### src/rtl/spi_pkg.sv
// Shared types and constants for the SPI initiator.
package spi_pkg;

    typedef enum logic [2:0] {
        IDLE,
        SETUP,
        HIGH,
        LOW,
        DONE
    } spi_state_e;

    localparam int SPI_DEFAULT_WIDTH = 8;

    // Bus mode; only CPOL=0/CPHA=0 timing is implemented.
    localparam logic CPOL = 1'b0;
    localparam logic CPHA = 1'b0;

endpackage

### src/rtl/sync2.sv
// Generic two-flop synchroniser, clears to zero on reset.
module sync2 #(
    parameter int WIDTH = 1
) (
    input  logic             clk_i,
    input  logic             rst_ni,
    input  logic [WIDTH-1:0] d_i,
    output logic [WIDTH-1:0] q_o
);

    logic [WIDTH-1:0] meta_q;
    logic [WIDTH-1:0] sync_q;

    always_ff @(posedge clk_i or negedge rst_ni) begin
        if (!rst_ni) begin
            meta_q <= '0;
            sync_q <= '0;
        end else begin
            meta_q <= d_i;
            sync_q <= meta_q;
        end
    end

    assign q_o = sync_q;

endmodule

### src/rtl/spi_master.sv
// Mode-0, MSB-first, full-duplex SPI initiator: one DATA_WIDTH word per start.
module spi_master
    import spi_pkg::*;
#(
    parameter int CLK_DIV    = 2,
    parameter int DATA_WIDTH = SPI_DEFAULT_WIDTH
) (
    input  logic                  clk,
    input  logic                  rst,
    input  logic                  start,
    input  logic [DATA_WIDTH-1:0] tx_data,
    output logic                  busy,
    output logic                  done,
    output logic [DATA_WIDTH-1:0] rx_data,
    output logic                  spi_clk,
    output logic                  mosi,
    output logic                  cs_n,
    input  logic                  miso
);

    localparam int PH_W = $clog2(CLK_DIV);
    localparam int BW   = $clog2(DATA_WIDTH);
    localparam logic [PH_W-1:0] PH_RELOAD = PH_W'(CLK_DIV - 1);
    localparam logic [BW-1:0]   BIT_LAST  = BW'(DATA_WIDTH - 1);

    spi_state_e            state_q, state_d;
    logic [PH_W-1:0]       ph_q, ph_d;
    logic [BW-1:0]         bit_q, bit_d;
    logic                  last_q, last_d;
    logic [DATA_WIDTH-1:0] tx_q, tx_d;
    logic [DATA_WIDTH-1:0] rx_sh_q, rx_sh_d;
    logic [DATA_WIDTH-1:0] rx_data_q, rx_data_d;
    logic                  spi_clk_q, spi_clk_d;
    logic                  cs_n_q, cs_n_d;
    logic                  busy_q, busy_d;
    logic                  done_q, done_d;
    logic                  miso_s;
    logic                  ph_end;
    logic                  in_xfer;

    sync2 #(.WIDTH(1)) u_miso_sync (
        .clk_i  (clk),
        .rst_ni (rst),
        .d_i    (miso),
        .q_o    (miso_s)
    );

    always_ff @(posedge clk or negedge rst) begin
        if (!rst) begin
            state_q   <= IDLE;
            ph_q      <= '0;
            bit_q     <= '0;
            last_q    <= 1'b0;
            tx_q      <= '0;
            rx_sh_q   <= '0;
            rx_data_q <= '0;
            spi_clk_q <= CPOL;
            cs_n_q    <= 1'b1;
            busy_q    <= 1'b0;
            done_q    <= 1'b0;
        end else begin
            state_q   <= state_d;
            ph_q      <= ph_d;
            bit_q     <= bit_d;
            last_q    <= last_d;
            tx_q      <= tx_d;
            rx_sh_q   <= rx_sh_d;
            rx_data_q <= rx_data_d;
            spi_clk_q <= spi_clk_d;
            cs_n_q    <= cs_n_d;
            busy_q    <= busy_d;
            done_q    <= done_d;
        end
    end

    always_comb begin
        state_d   = state_q;
        bit_d     = bit_q;
        last_d    = last_q;
        tx_d      = tx_q;
        rx_sh_d   = rx_sh_q;
        rx_data_d = rx_data_q;
        ph_end    = (ph_q == '0);

        unique case (state_q)
            IDLE, DONE: begin
                state_d = IDLE;
                if (start) begin
                    state_d = SETUP;
                    tx_d    = tx_data;
                    bit_d   = BIT_LAST;
                    last_d  = 1'b0;
                end
            end
            SETUP: if (ph_end) state_d = HIGH;
            HIGH: begin
                if (ph_end) begin
                    state_d = LOW;
                    rx_sh_d = {rx_sh_q[DATA_WIDTH-2:0], miso_s};
                    // Advance mosi on the falling edge; after the last bit LOW is just cs_n hold.
                    if (bit_q != '0) begin
                        tx_d  = {tx_q[DATA_WIDTH-2:0], 1'b0};
                        bit_d = bit_q - BW'(1);
                    end else begin
                        last_d = 1'b1;
                    end
                end
            end
            LOW: begin
                if (ph_end) begin
                    if (last_q) begin
                        state_d   = DONE;
                        tx_d      = '0;
                        rx_data_d = rx_sh_q;
                    end else begin
                        state_d = HIGH;
                    end
                end
            end
            default: state_d = IDLE;
        endcase

        if (state_d != state_q) ph_d = PH_RELOAD;
        else if (!ph_end)       ph_d = ph_q - PH_W'(1);
        else                    ph_d = ph_q;

        // Outputs are registered from the next state so every pin comes straight off a flop.
        in_xfer   = (state_d == SETUP) || (state_d == HIGH) || (state_d == LOW);
        spi_clk_d = (state_d == HIGH) ^ CPOL;
        cs_n_d    = !in_xfer;
        busy_d    = in_xfer;
        done_d    = (state_d == DONE);
    end

    assign spi_clk = spi_clk_q;
    assign cs_n    = cs_n_q;
    assign busy    = busy_q;
    assign done    = done_q;
    assign mosi    = tx_q[DATA_WIDTH-1];
    assign rx_data = rx_data_q;

endmodule
### config.mk
export PLATFORM = sky130hd
export DESIGN_NAME = spi_master
export DESIGN_NICKNAME = d
export VERILOG_FILES = /design/src/rtl/spi_pkg.sv /design/src/rtl/sync2.sv /design/src/rtl/spi_master.sv
export SDC_FILE = /design/constraint.sdc
export NUM_CORES = 1
export LEC_CHECK = 0
export CAP_MARGIN = 10
export CORE_AREA = 2 2 58 60
export CTS_BUF_LIST = sky130_fd_sc_hd__clkbuf_4
export CTS_CLUSTER_DIAMETER = 40
export DETAILED_ROUTE_END_ITERATION = 12
export DIE_AREA = 0 0 60 62
export GPL_ROUTABILITY_DRIVEN = 0
export GPL_TIMING_DRIVEN = 0
export PLACE_DENSITY = 0.82
export SLEW_MARGIN = 20
export SYNTH_ARGS = -nofsm -noshare
export SYNTH_HDL_FRONTEND = slang
export SYNTH_SLANG_ARGS = --single-unit
### constraint.sdc
create_clock -name clk -period 2.03 [get_ports clk]
set_input_delay 0.203 -clock clk [delete_from_list [all_inputs] [get_ports clk]]
set_output_delay 0.203 -clock clk [all_outputs]
set_load 0.05 [all_outputs]
# ---- Yosys cells after proc, flatten, opt, wreduce, memory -nomap -nowiden
# Cells that the tools add are included.
dict set report totals {
  output_inout_bits 13
  wordCells 66
  regBits 38
  in_bits 12
}
dict set report op_classes {
  reduce_logical 13
  muxes 22
  n_addsub 2
  n_bitwise 1
  n_eq_ne 15
}
# op n
set ops {}
lappend ops {{two-way mux 8 bit} 5}
lappend ops {{one-hot mux 8 bit (3 select lines)} 1}
lappend ops {{two-way mux 3 bit} 7}
lappend ops {{== test 3 x 2 -> 1 bit, second input constant} 4}
lappend ops {{inequality test 2 bit, second input constant} 6}
lappend ops {{one-hot mux 3 bit (4 select lines)} 1}
lappend ops {{AND reduction 4 bit} 2}
lappend ops {{== test 3 x 1 -> 1 bit, second input constant} 2}
lappend ops {{== test 3 bit, second input constant} 2}
lappend ops {{two-way mux 1 bit} 6}
lappend ops {{one-hot mux 3 bit (2 select lines)} 1}
lappend ops {{AND reduction 6 bit} 1}
lappend ops {{nonzero test 3 bit} 2}
lappend ops {{logical NOT 3 bit} 1}
lappend ops {{inequality test 3 bit} 1}
lappend ops {{AND reduction 3 bit} 1}
lappend ops {{subtractor 3 x 1 -> 3 bit, second input constant} 1}
lappend ops {{logical OR 1 bit} 2}
lappend ops {{one-hot mux 1 bit (2 select lines)} 1}
lappend ops {{AND reduction 2 bit} 1}
lappend ops {{nonzero test 2 bit} 1}
lappend ops {{OR reduction 2 bit} 1}
lappend ops {{logical NOT 1 bit} 1}
lappend ops {{inverter 1 bit} 1}
lappend ops {{subtractor 1 bit, second input constant} 1}

# ---- Depth between registers and ports, before layout
# Gate-level depths: netlist of the first run.
dict set report logic_depth {
  ltp_word 7
  ltp_mapped 7
  mapped_depth_nobuf 6
}

# ---- Modules after synthesis
# A second synthesis of the first run with hierarchy kept.
dict set report hier_totals {
  cells_unflattened 134
  area_unflattened_um2 1667.8
}
# module instances area_per_inst_um2 cells_per_inst seq_area_each_um2
set modules_own_cells {}
lappend modules_own_cells {spi_master 1 1617.8 132 902.1}
lappend modules_own_cells {sync2 1 50.0 2 50.0}

# ---- Worst setup path after synthesis of the first run
# OpenSTA, ideal clock, no wires.
dict set report synth_timing {
  kind {flip-flop to flip-flop}
  startpoint {register bit_q[0]}
  endpoint {register tx_q[1]}
  setup_ns 0.125
  synth_period_minus_slack_ns 1.592
  stages_incl_launch_ff 8
  required_ns 1.905
  arrival_ns 1.467
  slack_ns 0.438
  cell_sequence {dfrtp_1 inv_1 ha_1 nor2b_1 a21oi_1 o211a_1 buf_6 mux2_4}
}
dict set report synth_via {
  elab_chain_cells 3
}
# item line
set synth_rtl {}
lappend synth_rtl {{from (decl)} spi_master.sv:28} ;# logic [BW-1:0] bit_q, bit_d;
lappend synth_rtl {{from (signal assigned)} spi_master.sv:64} ;# bit_q <= bit_d;
lappend synth_rtl {{nonzero test 3 bit} spi_master.sv:101} ;# if (bit_q != '0) begin
lappend synth_rtl {{inequality test 2 bit (no line)} --}
lappend synth_rtl {{AND reduction 6 bit (no line)} --}
lappend synth_rtl {{to (signal assigned)} spi_master.sv:66} ;# tx_q <= tx_d;
lappend synth_rtl {{to (decl)} spi_master.sv:30} ;# logic [DATA_WIDTH-1:0] tx_q, tx_d;
# Every way passes these cells.
# A chain may end at the register's enable or synchronous reset.

# ---- Final worst setup path of the first run
dict set report layout_timing {
  startpoint {register cs_n_q, in the netlist cs_n}
  endpoint {output cs_n}
}
# item line
set layout_rtl {}
lappend layout_rtl {{from (decl)} spi_master.sv:34} ;# logic cs_n_q, cs_n_d;
lappend layout_rtl {{from (signal assigned)} spi_master.sv:70} ;# cs_n_q <= cs_n_d;
lappend layout_rtl {{to (decl)} spi_master.sv:17} ;# output logic cs_n,
# No word-level cell between the ends.

==> results of run 1 <==
## placed cells by master (no fill, tap or decap), types with 2 or more instances in the layout
cell type / Yosys / routed
a21oi_1: 10 / 10
buf_2: 1 / 2
buf_4: 3 / 3
clkbuf_4: 0 / 7
clkdlybuf4s50_1: 0 / 23
clkinv_1: 1 / 2
dfrtp_1: 37 / 37
ha_1: 2 / 2
inv_1: 11 / 11
mux2_2: 8 / 8
mux2i_1: 8 / 8
nand2_1: 30 / 30
nand2b_1: 2 / 2
nor2_1: 7 / 7
nor2b_1: 4 / 4
nor3_1: 5 / 5
nor3b_1: 4 / 4
o21ai_0: 2 / 2
o31ai_1: 2 / 2
## metrics by stage
step	std cells	area [um2]	hold WS, ns	setup slack (ns)	util, %
2_1_floorplan	150	1640	-0.0926	0.438	-
3_3_place_gp	220	1940	0.335	-0.0754	60.9
4_1_cts	230	2020	0.276	0.153	63.7
6_report	230	2020	0.295	0.175	63.7
5_1_grt	230	2020	0.277	0.127	63.7
3_5_place_dp	221	1960	0.171	0.301	61.6
## final timing paths
check | cells after the start | start | slack, ns | to
setup / recovery | 1 | cs_n | 0.17 | cs_n
hold / removal | 1 | miso | 0.30 | u_miso_sync.meta_q
setup reg to reg | 7 | bit_q[0] | 0.28 | tx_q[1]
hold reg to reg | 0 | u_miso_sync.meta_q | 0.36 | u_miso_sync.q_o
max in group asynchronous | 3 | rst | 1.17 | cs_n
min in group asynchronous | 2 | rst | 0.33 | tx_q[0]
## kinds of logic (layout without fill, tap and decap cells)
| family | after synthesis | in the layout | synth area share, % |
|---|---|---|---|
| adders and majority gates | 2 | 2 | 1.53 |
| AOI/OAI and AO/OA | 18 | 18 | 6.34 |
| muxes | 17 | 17 | 11.3 |
| and+or+nand+nor | 57 | 57 | 17.3 |
| buffers and inverters | 18 | 52 | 5.42 |
| DFF | 38 | 38 | 58.1 |
## where the power goes
part	switching, mW	total, mW	internal, mW	leakage, nW
Sequential	0.187	1.26	1.07	0.470
Combinational	0.927	1.63	0.705	0.446
Clock	0.226	0.386	0.160	0.0338
Total	1.34	3.27	1.93	0.950
## state kept, by name, indices dropped and copies added, names as in the netlist
register,count
bit_q,3
ph_q,1
u_miso_sync.meta_q,1
rx_data,8
u_miso_sync.q_o,1
busy,1
done,1
state_q,3
spi_clk,1
tx_q,8
rx_sh_q,8
cs_n,1
last_q,1
## layout make-up
cell class,count,share of cell area [%]
inverter,12,2.22
buffer,6,2.16
clock buffer,7,2.60
clock inverter,1,0.185
sequential,38,47.0
timing repair buffer,26,13.5
multi-input combinational,94,29.5
tap,46,2.84
## routing by layer
layer,part of all wire (%),track usage (%),vias up
met5,0,0,-
met3,4.2,4.97,8
li1,-,-,560
met2,49,30.4,24
met4,2.0,8.57,0
met1,45,21.7,543
## timing repair
action                                 CTS  global route
endpoints found under the hold margin   17             0
setup buffers                            0             0
hold buffers                             1             0
==> metrics.txt, run 1 <==
startpoint type of the worst setup path=register; # port buffers=24; Achievable Freq=539 MHz; Synth Instances=150; Seq/Total Area, Yosys=58.1%; DR iter-0 viols=26; Synth Flop Type=dfrtp_1; Net Count, Synth=164; Tcrit/Tclk final=91.4%; multi-input logic area=597 um2; Synth Area per Inst=10.9 um2; Final Max Tran Viols=0; unrepaired setup endpoints after global routing=no; Top Family by Delay on Critical Path=buffers and inverters; first-pass GRT wire length=4830 um; initial core utilization=51.5%; Hold Crit Class=input pin to register; mapped cell area=1640 um2; total congestion overflow=0; I/O pin count=25; Routed WL=2890 um; Slew HR=66.6%; flip-flop and latch area=952 um2; Routed WL per cell=12.6 um; Clock Tree Buf Depth=2; dominant cells by area after synthesis=dfrtp_1 (57%), nand2_1 (6.9%), mux2_2 (5.5%); Pre-antenna DRT Iters=4; slowest stage cell, crit path=clkdlybuf4s50_1; Syn. warnings=0; Rows=21; DRC=0; Post-synth EDFFs=0; Die Span Y=62 um; pwr dens=1620 nW/um2; Setup TNS=0 ns; CTS tree=done; Core Box Area=3180 um2; Fillers=257; CP max FO=1; TritonCTS Sinks=38; H-tree depth=2; status=finished, final reports clean; die width=60 um; top cell types by occurrence after synthesis=dfrtp_1 (37), nand2_1 (30), inv_1 (11), a21oi_1 (10); clock latency on the worst-skew pair=0.33 ns; crit path capture type=primary output; Synth async-reset ratio=100%; Crit Path Class=register to primary output; Post-CTS Resized=0; area grow syn2layout=23.6%; Worst Max-Slew Pin Slew=0.500 ns; Via-to-Cell Ratio=4.93; Tmin final=1.86 ns; Post-DP HPWL=2070 um; Synth top area share=56.5%; Final nets=197; Power Total=3.27 mW; initial antenna violation count=0; worst-path cell chain=clkdlybuf4s50_1; worst path required time=1.83 ns; top cell type by total area after synthesis=dfrtp_1; Max Cap Viol=0; antenna cells=0; Distinct cells, synth=30; worst path buffer plus inverter count=1; most common cell in the synthesized netlist=dfrtp_1; die area=3720 um2; largest net degree at the start of global routing=22; Final Setup Violations=0; Post-DRT Antenna Nets=0; vias=1135; leakage power=0.950 nW; CTS buffer count=5; flop and latch count out of synthesis=38; Total Routing Usage GR=18.1%; Arr. time, crit path=1.65 ns; share of cells above drive strength 1=15.2%; final hold violation count=0; root buf cell=clkbuf_4; maximum VDD drop=0.772 mV; clk slew on worst S/H paths=0.10 ns; slowest stage delay, CP=0.79 ns; vias in the first global route=1102; worst setup skew after layout=0.00656 ns
(Power assumes the default switching activity.)
==> run 2, diff against run 1 <==
- MAX_ROUTING_LAYER: not set -> met4
==> run 2 against run 1 <==
  * Critical path depth is the same
  * Power about the same
  * Clock power barely moved
  * Sequential cell count unchanged
  * Routed wire length did not move
  * Maximum frequency is the same
  * Combinational power hardly changed
==> metrics.txt, run 2 (synthesis results as in run 1) <==
Die Span Y=62 um (unchanged); CTS tree=done; Setup TNS=0 ns (unchanged); Hold Worst Slack=0.295 ns (-0.00000100 ns); crit path capture type=primary output; Design Area, Final=2020 um2 (unchanged); # port buffers=24 (unchanged); status=finished, final reports clean; CP max FO=1 (unchanged); Worst Setup EP=cs_n; Tcrit/Tclk final=91.4% (about the same); Post-DP HPWL=2070 um (unchanged); Routed WL per cell=12.6 um (unchanged); Via-to-Cell Ratio=4.93 (unchanged); maximum VDD drop=0.772 mV (unchanged); setup slack, reg-to-reg=0.28 ns (about the same); worst-path cell chain=clkdlybuf4s50_1; Final nets=197 (unchanged); commonest cells after routing, fill and taps aside=dfrtp_1 (37), nand2_1 (30), clkdlybuf4s50_1 (23), inv_1 (11), a21oi_1 (10); clk slew on worst S/H paths=0.10 ns (about the same); Final Max Tran Viols=0 (unchanged); leakage power=0.950 nW (unchanged); worst setup skew after layout=0.00656 ns (unchanged); Hold Buf Count CTS=1 (unchanged); share of cells above drive strength 1=15.2% (unchanged); die area=3720 um2 (unchanged); initial antenna violation count=0 (unchanged); vias=1135 (unchanged); DRC=0 (unchanged); DP Area=1960 um2 (unchanged); slowest stage cell, crit path=clkdlybuf4s50_1; Worst Max-Slew Pin Slew=0.501 ns (+0.00124 ns); final core utilization=63.7% (unchanged); Tmin final=1.86 ns (+0.00000100 ns); die width=60 um (unchanged); multi-input logic area=597 um2 (unchanged); Crit. path cell count=1 (unchanged); Routed WL=2890 um (unchanged); Rows=21 (unchanged); Arr. time, crit path=1.65 ns (about the same); worst path required time=1.83 ns (about the same); initial core utilization=51.5% (unchanged); Slew HR=66.5% (-0.083 points); Hold Crit Class=input pin to register; total congestion overflow=0 (unchanged); clock latency on the worst-skew pair=0.33 ns (about the same); vias in the first global route=1102 (unchanged); H-tree depth=2 (unchanged); CTS buffer count=5 (unchanged); cell count of the worst reg-to-reg path=7 (unchanged); DR iter-0 viols=26 (unchanged); Achievable Freq=539 MHz (unchanged); antenna cells=0 (unchanged); WHS Path Cells=1 (unchanged); slowest stage delay, CP=0.79 ns (about the same); Worst R2R Start=bit_q[0]; Core Box Area=3180 um2 (unchanged); first-pass GRT wire length=4830 um (unchanged); pwr dens=1620 nW/um2 (about the same); Top Family by Delay on Critical Path=buffers and inverters; commonest non-fill, non-tap cell in the layout=dfrtp_1; TritonCTS Sinks=38 (unchanged); I/O pin count=25 (unchanged); Critical R2R Capture=tx_q[1]; Clock Tree Buf Depth=2 (unchanged); area grow syn2layout=23.6% (unchanged); CP Launch Point=cs_n; flip-flop and latch area=952 um2 (unchanged); Post-CTS Resized=0 (unchanged); Post-DRT Antenna Nets=0 (unchanged); worst path buffer plus inverter count=1 (unchanged); root buf cell=clkbuf_4; startpoint type of the worst setup path=register; Fillers=257 (unchanged); Final Setup Violations=0 (unchanged); Pre-antenna DRT Iters=4 (unchanged); final hold violation count=0 (unchanged); largest net degree at the start of global routing=22 (unchanged); Total Routing Usage GR=18.7% (+0.58 points); Crit Path Class=register to primary output; Max Cap Viol=0 (unchanged); unrepaired setup endpoints after global routing=no; Setup Buffers After CTS=0 (unchanged)
[run 2: per-stage QoR]
step                      cells  setup slack, ns  power [mW]
after detailed placement    221            0.301        2.91
after CTS                   230            0.153        3.31
final                       230            0.175        3.27
after global routing        230            0.127        3.50
after floorplan             150            0.438        2.47
after global placement      220          -0.0754        2.83
[run 2: metal layers]
| metal | share of wire (%) | vias up | track usage [%] |
|---|---|---|---|
| li1 | - | 560 | - |
| met1 | 45 | 543 | 21.8 |
| met2 | 49 | 24 | 30.4 |
| met3 | 4.0 | 8 | 4.76 |
| met4 | 2.0 | 0 | 8.57 |
| met5 | 0 | - | - |
[run 2: how the worst min path moves through the flow]
stage / slack [ns] / startpoint / end
after floorplan: -0.09 / rst / bit_q[0]
after global placement: 0.34 / u_miso_sync.meta_q / u_miso_sync.q_o
after detailed placement: 0.17 / rst / tx_q[0]
after CTS: 0.28 / miso / u_miso_sync.meta_q
after global routing: 0.28 / miso / u_miso_sync.meta_q
final: 0.30 / miso / u_miso_sync.meta_q
[run 2: report_power, final]
group,internal (mW),switching (mW)
Sequential,1.07,0.187
Clock,0.160,0.226
Combinational,0.705,0.927
Total,1.93,1.34
[run 2: area by class of cell]
cell class	count	share of cell area, %
flip-flops and latches	38	47.0
multi-input cells	94	29.5
well taps	46	2.84
repair buffers	26	13.5
clock buffers	7	2.60
plain buffers	6	2.16
clock inverters	1	0.185
inverters	12	2.22
==> run 3, diff against run 2 <==
- SETUP_SLACK_MARGIN: not set -> 0.4
==> run 3 against run 2 <==
  * Maximum frequency increased by 17%
  * Sequential cell count unchanged
  * Non-clock buffer count increased by 6
  * Routed wire length up 5.2%
  * Core utilization up 2.0 points
  * Largest cell class unchanged
  * Largest power group unchanged
  * Highest routed layer unchanged
==> metrics.txt, run 3 (synthesis results as in run 1) <==
Final Max Tran Viols=0 (unchanged); startpoint type of the worst setup path=register; Post-DP HPWL=2070 um (unchanged); initial antenna violation count=0 (unchanged); Final Setup Violations=0 (unchanged); Clock Tree Buf Depth=2 (unchanged); CTS tree=done; Achievable Freq=633 MHz (+17%); Slew HR=67.2% (+0.68 points); Rows=21 (unchanged); worst setup skew after layout=0.00322 ns (-0.00334 ns); vias=1155 (+1.8%); final hold violation count=0 (unchanged); die width=60 um (unchanged); Post-DRT Antenna Nets=0 (unchanged); # port buffers=24 (unchanged); Arr. time, crit path=1.81 ns (+0.16 ns); status=finished, final reports clean; H-tree depth=2 (unchanged); Design Area, Final=2090 um2 (+3.1%); Setup TNS=0 ns (unchanged); area grow syn2layout=27.4%; initial core utilization=51.5% (unchanged); I/O pin count=25 (unchanged); Hold Crit Class=input pin to register; CP max FO=6 (+5); Worst Max-Slew Pin Slew=0.495 ns (-0.00661 ns); Routed WL per cell=12.9 um (+2.5%); Die Span Y=62 um (unchanged); vias in the first global route=1113 (+1.0%); commonest non-fill, non-tap cell in the layout=dfrtp_1; leakage power=1.02 nW (+7.4%); crit path capture type=register; total congestion overflow=0 (unchanged); Power Total=3.39 mW (+3.5%); Routed WL=3040 um (+5.2%); largest net degree at the start of global routing=22 (unchanged); Place WS=0.301 ns (unchanged); Tcrit/Tclk final=77.8% (-14 points); GRT busiest layer=met2; maximum VDD drop=0.766 mV (-0.79%); Final nets=203 (+3.0%); Max Cap Viol=0 (unchanged); antenna cells=0 (unchanged); worst path required time=2.26 ns (+0.43 ns); first-pass GRT wire length=4930 um (+2.0%); clock latency on the worst-skew pair=0.33 ns (about the same); final worst setup slack=0.450 ns (+0.275 ns); Total Routing Usage GR=19.1% (+0.46 points); Global Route met2 Usage=31.7% (+1.2 points); share of cells above drive strength 1=20.5% (+5.3 points); commonest cells after routing, fill and taps aside=dfrtp_1 (36), nand2_1 (30), dlygate4sd2_1 (13), a21oi_1 (10), clkdlybuf4s50_1 (10); Tmin final=1.58 ns (-0.275 ns); die area=3720 um2 (unchanged); Crit Path Class=register to register; GR Util met3=4.76% (unchanged); pwr dens=1620 nW/um2 (+0.44%); DR iter-0 viols=30 (+15%); clk slew on worst S/H paths=0.10 ns (about the same); Core Box Area=3180 um2 (unchanged); met1 usage in global routing=22.1% (+0.27 points); final core utilization=65.6% (+2.0 points); Pre-antenna DRT Iters=4 (unchanged); DP Area=1960 um2 (unchanged); root buf cell=clkbuf_4; Fillers=252 (-1.9%); TritonCTS Sinks=38 (unchanged); Via-to-Cell Ratio=4.89 (-0.83%); DRC=0 (unchanged); CTS buffer count=5 (unchanged); unrepaired setup endpoints after global routing=yes
[run 3: cell types whose count changed in the layout (fill, tap and decap cells not counted), sizes merged]
| cell | before | now |
|---|---|---|
| clkdlybuf4s50 | 23 | 10 |
| buf | 7 | 13 |
| dlygate4sd2 | 0 | 13 |
[run 3: critical path, stage by stage, from the launching register on]
cell	delay [ns]
dfrtp_1	0.40
inv_2	0.08
ha_4	0.13
nor2b_4	0.14
a21oi_1	0.07
o211a_1	0.22
buf_6	0.14
mux2_4	0.29
[run 3: layer usage]
layer	wire length, um	vias up	share of wire, %
met2	1530	27	50
met1	1330	547	44
met4	58	0	1.9
li1	-	573	-
met5	0	-	0
met3	118	8	3.9
[run 3: metrics by stage]
| step | hold slack, ns | std cells |
|---|---|---|
| after CTS | 0.276 | 234 |
| after floorplan | -0.0926 | 150 |
| after global placement | 0.335 | 220 |
| after detailed placement | 0.171 | 221 |
| final | 0.296 | 236 |
| after global routing | 0.277 | 236 |
[run 3: cell type report]
cell class,count,area (um2),share of cell area (%)
Buffer,6,43.8,2.10
Timing Repair Buffer,32,314,15.0
Multi-Input combinational cell,94,617,29.6
Clock inverter,1,3.75,0.180
Tap cell,46,57.6,2.76
Sequential cell,38,953,45.7
Inverter,12,45.0,2.16
Clock buffer,7,52.6,2.52
[run 3: worst paths after layout]
check                                   start                  to  slack, ns  cells after the start
max                                  bit_q[0]             tx_q[1]       0.45                      7
min                                      miso  u_miso_sync.meta_q       0.30                      1
max reg2reg                          bit_q[0]             tx_q[1]       0.45                      7
min reg2reg                u_miso_sync.meta_q     u_miso_sync.q_o       0.36                      0
max in group asynchronous                 rst                cs_n       1.17                      3
min in group asynchronous                 rst             tx_q[0]       0.33                      2
[run 3: timing repair]
action                                  CTS  global route
hold buffers                              1             0
buffers inserted                          4             2
hold endpoints to repair                 17             0
gates resized for setup                  17             3
pin swaps                                 0             0
endpoints found under the setup margin   14             7
[run 3: power breakdown]
group | internal, mW | switching, mW
clock | 0.160 | 0.226
combinational | 0.771 | 0.977
sequential | 1.07 | 0.187
